## src/rtl/regfile_write_arbiter.sv

```systemverilog
// regfile_write_arbiter
//   Shares the single write port of the 64x32 register file between the in-order
//   writeback stage (WB, always highest priority) and the out-of-order late-result
//   path (LD). LD results queue in a small FIFO and drain into idle write slots; a
//   starvation counter forces one drain when WB keeps the port busy too long.
//
//   Optional build macro: RFARB_HAZARD_EN builds the pending-register comparators
//   behind pend_hit_a/pend_hit_b; when undefined both outputs are tied to 0.
//
// Ports
//   clk, reset                 clock (rising edge), asynchronous active-high reset
//   wb_we, wb_rw, wb_din       WB write request
//   wb_stall                   WB must hold its request this cycle (forced drain)
//   ld_valid, ld_rw, ld_din    LD result; accepted when ld_ready is high
//   ld_ready                   FIFO can accept an LD result
//   rd_ra, rd_rb               decode source addresses
//   pend_hit_a, pend_hit_b     source matches a queued LD entry
//   pend_count                 FIFO occupancy
//   rf_we, rf_rw, rf_din       registered regfile write port
module regfile_write_arbiter #(
  parameter int unsigned AW         = 6,
  parameter int unsigned DW         = 32,
  parameter int unsigned DEPTH      = 4,
  parameter int unsigned STARVE_MAX = 8
) (
  input  logic                       clk,
  input  logic                       reset,
  input  logic                       wb_we,
  input  logic [AW-1:0]              wb_rw,
  input  logic [DW-1:0]              wb_din,
  output logic                       wb_stall,
  input  logic                       ld_valid,
  output logic                       ld_ready,
  input  logic [AW-1:0]              ld_rw,
  input  logic [DW-1:0]              ld_din,
  input  logic [AW-1:0]              rd_ra,
  input  logic [AW-1:0]              rd_rb,
  output logic                       pend_hit_a,
  output logic                       pend_hit_b,
  output logic [$clog2(DEPTH):0]     pend_count,
  output logic                       rf_we,
  output logic [AW-1:0]              rf_rw,
  output logic [DW-1:0]              rf_din
);

  localparam int unsigned PW = $clog2(DEPTH);
  localparam int unsigned CW = PW + 1;
  localparam int unsigned SW = $clog2(STARVE_MAX + 1);

  logic [AW-1:0]    fifo_rw  [DEPTH];
  logic [DW-1:0]    fifo_din [DEPTH];
  logic [DEPTH-1:0] valid_q, valid_d;
  logic [PW-1:0]    head_q, tail_q;
  logic [CW-1:0]    count_q;
  logic [SW-1:0]    starve_q, starve_d;
  logic             stall_d;
  // Low only during and for the first cycle after reset, so ld_ready stays low then.
  logic             ready_en_q;
  logic             empty, push, pop;

  assign empty      = (count_q == '0);
  assign ld_ready   = ready_en_q && (count_q < CW'(DEPTH));
  assign push       = ld_valid && ld_ready;
  // A forced drain overrides WB; otherwise the FIFO only gets WB-idle slots.
  // Pop uses registered occupancy, so an entry is never popped on its push edge.
  assign pop        = !empty && (wb_stall || !wb_we);
  assign pend_count = count_q;

  always_comb begin
    starve_d = '0;
    stall_d  = 1'b0;
    // Non-empty and not popping means WB took the port this edge.
    if (!empty && !pop) begin
      if (starve_q == SW'(STARVE_MAX - 1)) begin
        stall_d = 1'b1;
      end else begin
        starve_d = starve_q + SW'(1);
      end
    end
  end

  always_comb begin
    valid_d = valid_q;
    // Push and pop never target the same slot: push needs not-full, pop needs non-empty.
    if (pop)  valid_d[head_q] = 1'b0;
    if (push) valid_d[tail_q] = 1'b1;
  end

  // Payload storage needs no reset; valid_q qualifies every slot.
  always_ff @(posedge clk) begin
    if (push) begin
      fifo_rw[tail_q]  <= ld_rw;
      fifo_din[tail_q] <= ld_din;
    end
  end

  always_ff @(posedge clk or posedge reset) begin
    if (reset) begin
      rf_we      <= 1'b0;
      rf_rw      <= '0;
      rf_din     <= '0;
      wb_stall   <= 1'b0;
      valid_q    <= '0;
      head_q     <= '0;
      tail_q     <= '0;
      count_q    <= '0;
      starve_q   <= '0;
      ready_en_q <= 1'b0;
    end else begin
      ready_en_q <= 1'b1;
      wb_stall   <= stall_d;
      starve_q   <= starve_d;
      valid_q    <= valid_d;
      count_q    <= count_q + CW'(push) - CW'(pop);
      if (push) tail_q <= tail_q + PW'(1);
      if (pop)  head_q <= head_q + PW'(1);
      if (pop) begin
        rf_we  <= 1'b1;
        rf_rw  <= fifo_rw[head_q];
        rf_din <= fifo_din[head_q];
      end else if (wb_we) begin
        rf_we  <= 1'b1;
        rf_rw  <= wb_rw;
        rf_din <= wb_din;
      end else begin
        rf_we  <= 1'b0;
      end
    end
  end

`ifdef RFARB_HAZARD_EN
  always_comb begin
    pend_hit_a = 1'b0;
    pend_hit_b = 1'b0;
    for (int i = 0; i < DEPTH; i++) begin
      if (valid_q[i] && (fifo_rw[i] == rd_ra)) pend_hit_a = 1'b1;
      if (valid_q[i] && (fifo_rw[i] == rd_rb)) pend_hit_b = 1'b1;
    end
  end
`else
  assign pend_hit_a = 1'b0;
  assign pend_hit_b = 1'b0;
  logic unused_rd;
  assign unused_rd = ^{rd_ra, rd_rb};
`endif

endmodule
```

## config.mk

```make
export PLATFORM = sky130hd
export DESIGN_NAME = regfile_write_arbiter
export DESIGN_NICKNAME = d
export VERILOG_FILES = /design/src/rtl/regfile_write_arbiter.sv
export SDC_FILE = /design/constraint.sdc
export NUM_CORES = 1
export LEC_CHECK = 0
export CAP_MARGIN = 20
export CORE_MARGIN = 1
export CORE_UTILIZATION = 50
export DETAILED_ROUTE_END_ITERATION = 12
export GPL_TIMING_DRIVEN = 0
export PLACE_DENSITY = 0.87
export RECOVER_POWER = 100
export SLEW_MARGIN = 20
export SYNTH_ARGS = -nofsm -noshare
export SYNTH_HDL_FRONTEND = slang
export SYNTH_SLANG_ARGS = --single-unit
```

## constraint.sdc

```tcl
create_clock -name clk -period 7.4 [get_ports clk]
set_input_delay 2.22 -clock clk [delete_from_list [all_inputs] [get_ports clk]]
set_output_delay 2.22 -clock clk [all_outputs]
set_load 0.1 [all_outputs]
```

==> results.md <==
- Mean Syn Cell Area: 17.3 µm²
- Largest net degree at the start of global routing: 53
- Global-route wire length before repair: 28.2 mm
- DRT Wirelength: 18.5 mm
- Total GRT Usage: 23.0%
- DR pass1 iterations: 5
- Initial Utilization: 51.4%
- Final Hold Vio Count: 0
- Worst hold-check path type: reg -> reg
- # hold bufs at CTS: 0
- Crit path DAT: 5.16 ns
- WP data required: 7.78 ns
- Critical setup path kind: in -> reg
- Dpl cells: 819
- Vias/cell: 5.60
- Post-route insts no fill: 856
- IO Port Bufs: 123
- Number of global-route vias before repair: 5224
- Post-CTS sizing: 0
- Clock Latency Late Sink: 0.49 ns
- Slew HR: -68.3%
- Initial antenna violation count: 3
- Minimum clock period: 4.78 ns
- Setup Skew: 0.0239 ns
- Leakage: 3.64 nW
- Hold slack: 0.479 ns
- H-tree Lvls: 1
- Chip Width: 130 µm
- Crit path capture type: flip-flop
- CTS sink count: 204
- Cell area after synthesis: 0.00820 mm²
- Starting DRT DRC Count: 413
- DRT antenna net count: 0
- Max-cap viol count: 1
- Failing checks: max-capacitance violations, max-slew violations
- Post-DR wirelength/cell: 21.6 µm
- Share of cells above drive strength 1: 13.1%
- Vias post-DR: 4797
- CTS root buffer: clkbuf_16
- Postcts setup bufs: 0
- Fmax: 209 MHz
- Synth warn: 0
- Setup TNS: 0 ns
- Fin. max-slew vios: 53
- Library cells used by synthesis: 28
- Clock buffer depth: 3
- Synth Instances: 475
- Final worst path period share: 64.6%
- Final nets: 725
- # setup viols final: 0
- Die height: 130 µm
- Die area: 0.0169 mm²
- Slew at the pin closest to its max-slew limit: 2.51 ns
- Peak VDD IR: 0.410 mV
- Core area: 0.0159 mm²
- CTS buffer count: 20
- RePlAce Congestion: 0.749
- Area grow syn2layout: 24.7%
- Row count: 46
- Clock transition at path regs: 0.07 ns
- RSZ-0062 raised after global routing: no
- Type of origin of the critical path: input port
- DPL Wire Length: 11.9 mm
- Final design utilization: 64.1%
- Status: finished with violations
- Seq/Total Area, Yosys: 71.6%
- Drt drc: 0
- Boundary Pins: 138
- Seq cells post-synth: 204
- Worst-path maximum fanout: 10
- Total grt overflow: 0
- Pwr Density: 421 mW/mm²
- Tot Pwr: 4.31 mW
- CTS tree: yes
[layout by cell type, fill, tap and decap left out, types with 2 or more instances in the layout]
master	n
buf_6	2
clkinv_1	2
clkbuf_1	27
o211ai_2	2
mux4_2	38
bufinv_16	4
buf_1	2
clkdlybuf4s50_1	38
and3_1	4
inv_1	8
clkinv_2	3
nor2_1	5
ha_1	7
and2_0	2
xnor2_1	5
nand2_1	77
dfrtp_1	52
edfxtp_1	152
o211ai_1	36
dlygate4sd3_1	85
nand2b_1	2
nor3_1	2
conb_1	3
buf_4	5
nand3_1	40
clkbuf_16	21
buf_2	5
[stage by stage]
step | cell area (µm²) | setup slack (ns)
after floorplan | 8200 | 2.83
after global placement | 9700 | 2.66
after detailed placement | 9820 | 2.69
after CTS | 10500 | 2.73
after global routing | 10200 | 2.48
final | 10200 | 2.62
[report_power, final]
group / switching [mW] / internal [mW]
clock: 0.412 / 0.669
combinational: 1.22 / 0.493
sequential: 0.0877 / 1.42
total: 1.72 / 2.58
[final timing paths]
kind / to / slack [ns] / startpoint / cells after the start
min in group asynchronous: ready_en_q / 2.87 / reset / 2
max in group asynchronous: rf_din[9] / 3.38 / reset / 2
worst max-delay path: pend_count[2] / 2.62 / wb_we / 12
worst min-delay path: starve_q[0] / 0.48 / starve_q[0] / 1
worst max register to register: fifo_rw[1][5] / 4.28 / pend_count[2] / 3
worst min register to register: starve_q[0] / 0.48 / starve_q[0] / 1
[final cells by class]
type                    count  area [µm²]
diodes                      1        2.50
plain buffers              33         164
clock buffers              26         554
clock inverters            10         151
fillers                  1103        5720
inverters                   9        35.0
multi-input cells         230        1930
flip-flops and latches    204        5870
well taps                 216         270
repair buffers            127        1250
[cells by family (layout without fill, tap and decap cells)]
logic type / Yosys count / after routing / synth area share, %
AO/OA/AOI/OAI: 38 / 38 / 5.80
XOR/XNOR: 6 / 6 / 0.641
adder cells (fa/ha/maj): 8 / 8 / 1.31
buffers and inverters: 42 / 205 / 2.72
flip-flops: 204 / 204 / 71.6
multiplexers: 40 / 40 / 10.7
other: 2 / 4 / 0.0916
AND/OR/NAND/NOR: 135 / 135 / 7.19
[sequential cells by signal, indices dropped and copies added (netlist names)]
signal and flops:
fifo_din 128, fifo_rw 24, head_q 2, pend_count 3, ready_en_q 1, rf_din 32, rf_rw 6, rf_we 1
starve_q 4, tail_q 2, wb_stall 1
[cell usage after synthesis, drive strengths merged]
cell,n,area share [%]
edfxtp,152,56
nand2,77,3.5
dfrtp,52,16
nand3,40,2.4
mux4,38,10
o211ai,38,5.8
buf,21,1.8
clkbuf,12,0.55
inv,9,0.41
ha,7,1.1
nor2,5,0.23
xnor2,5,0.53
and3,4,0.31
and2,2,0.18
conb,2,0.092
nand2b,2,0.15
nor3,2,0.12
fa,1,0.24
mux2,1,0.14
mux2i,1,0.12
nor2b,1,0.076
nor4,1,0.076
or3,1,0.076
xor2,1,0.11
[routing by layer]
layer	wire [µm]	part of all wire [%]	vias to the layer above	GRT usage, %
met2	9670	52	182	41.9
met1	7200	39	2451	27.7
li1	-	-	2112	-
met3	1010	5.5	48	3.28
met5	22	0.12	-	0
met4	597	3.2	4	8.48
[worst max-delay path, cell delays in order]
cell	delay [ns]
dlygate4sd3_1	0.60
nand2b_1	0.19
and2_0	0.18
clkbuf_1	0.25
clkbuf_1	0.46
ha_1	0.34
inv_1	0.06
ha_1	0.13
inv_1	0.05
fa_1	0.39
xnor2_1	0.15
xnor2_1	0.13
(Power assumes the default switching activity.)
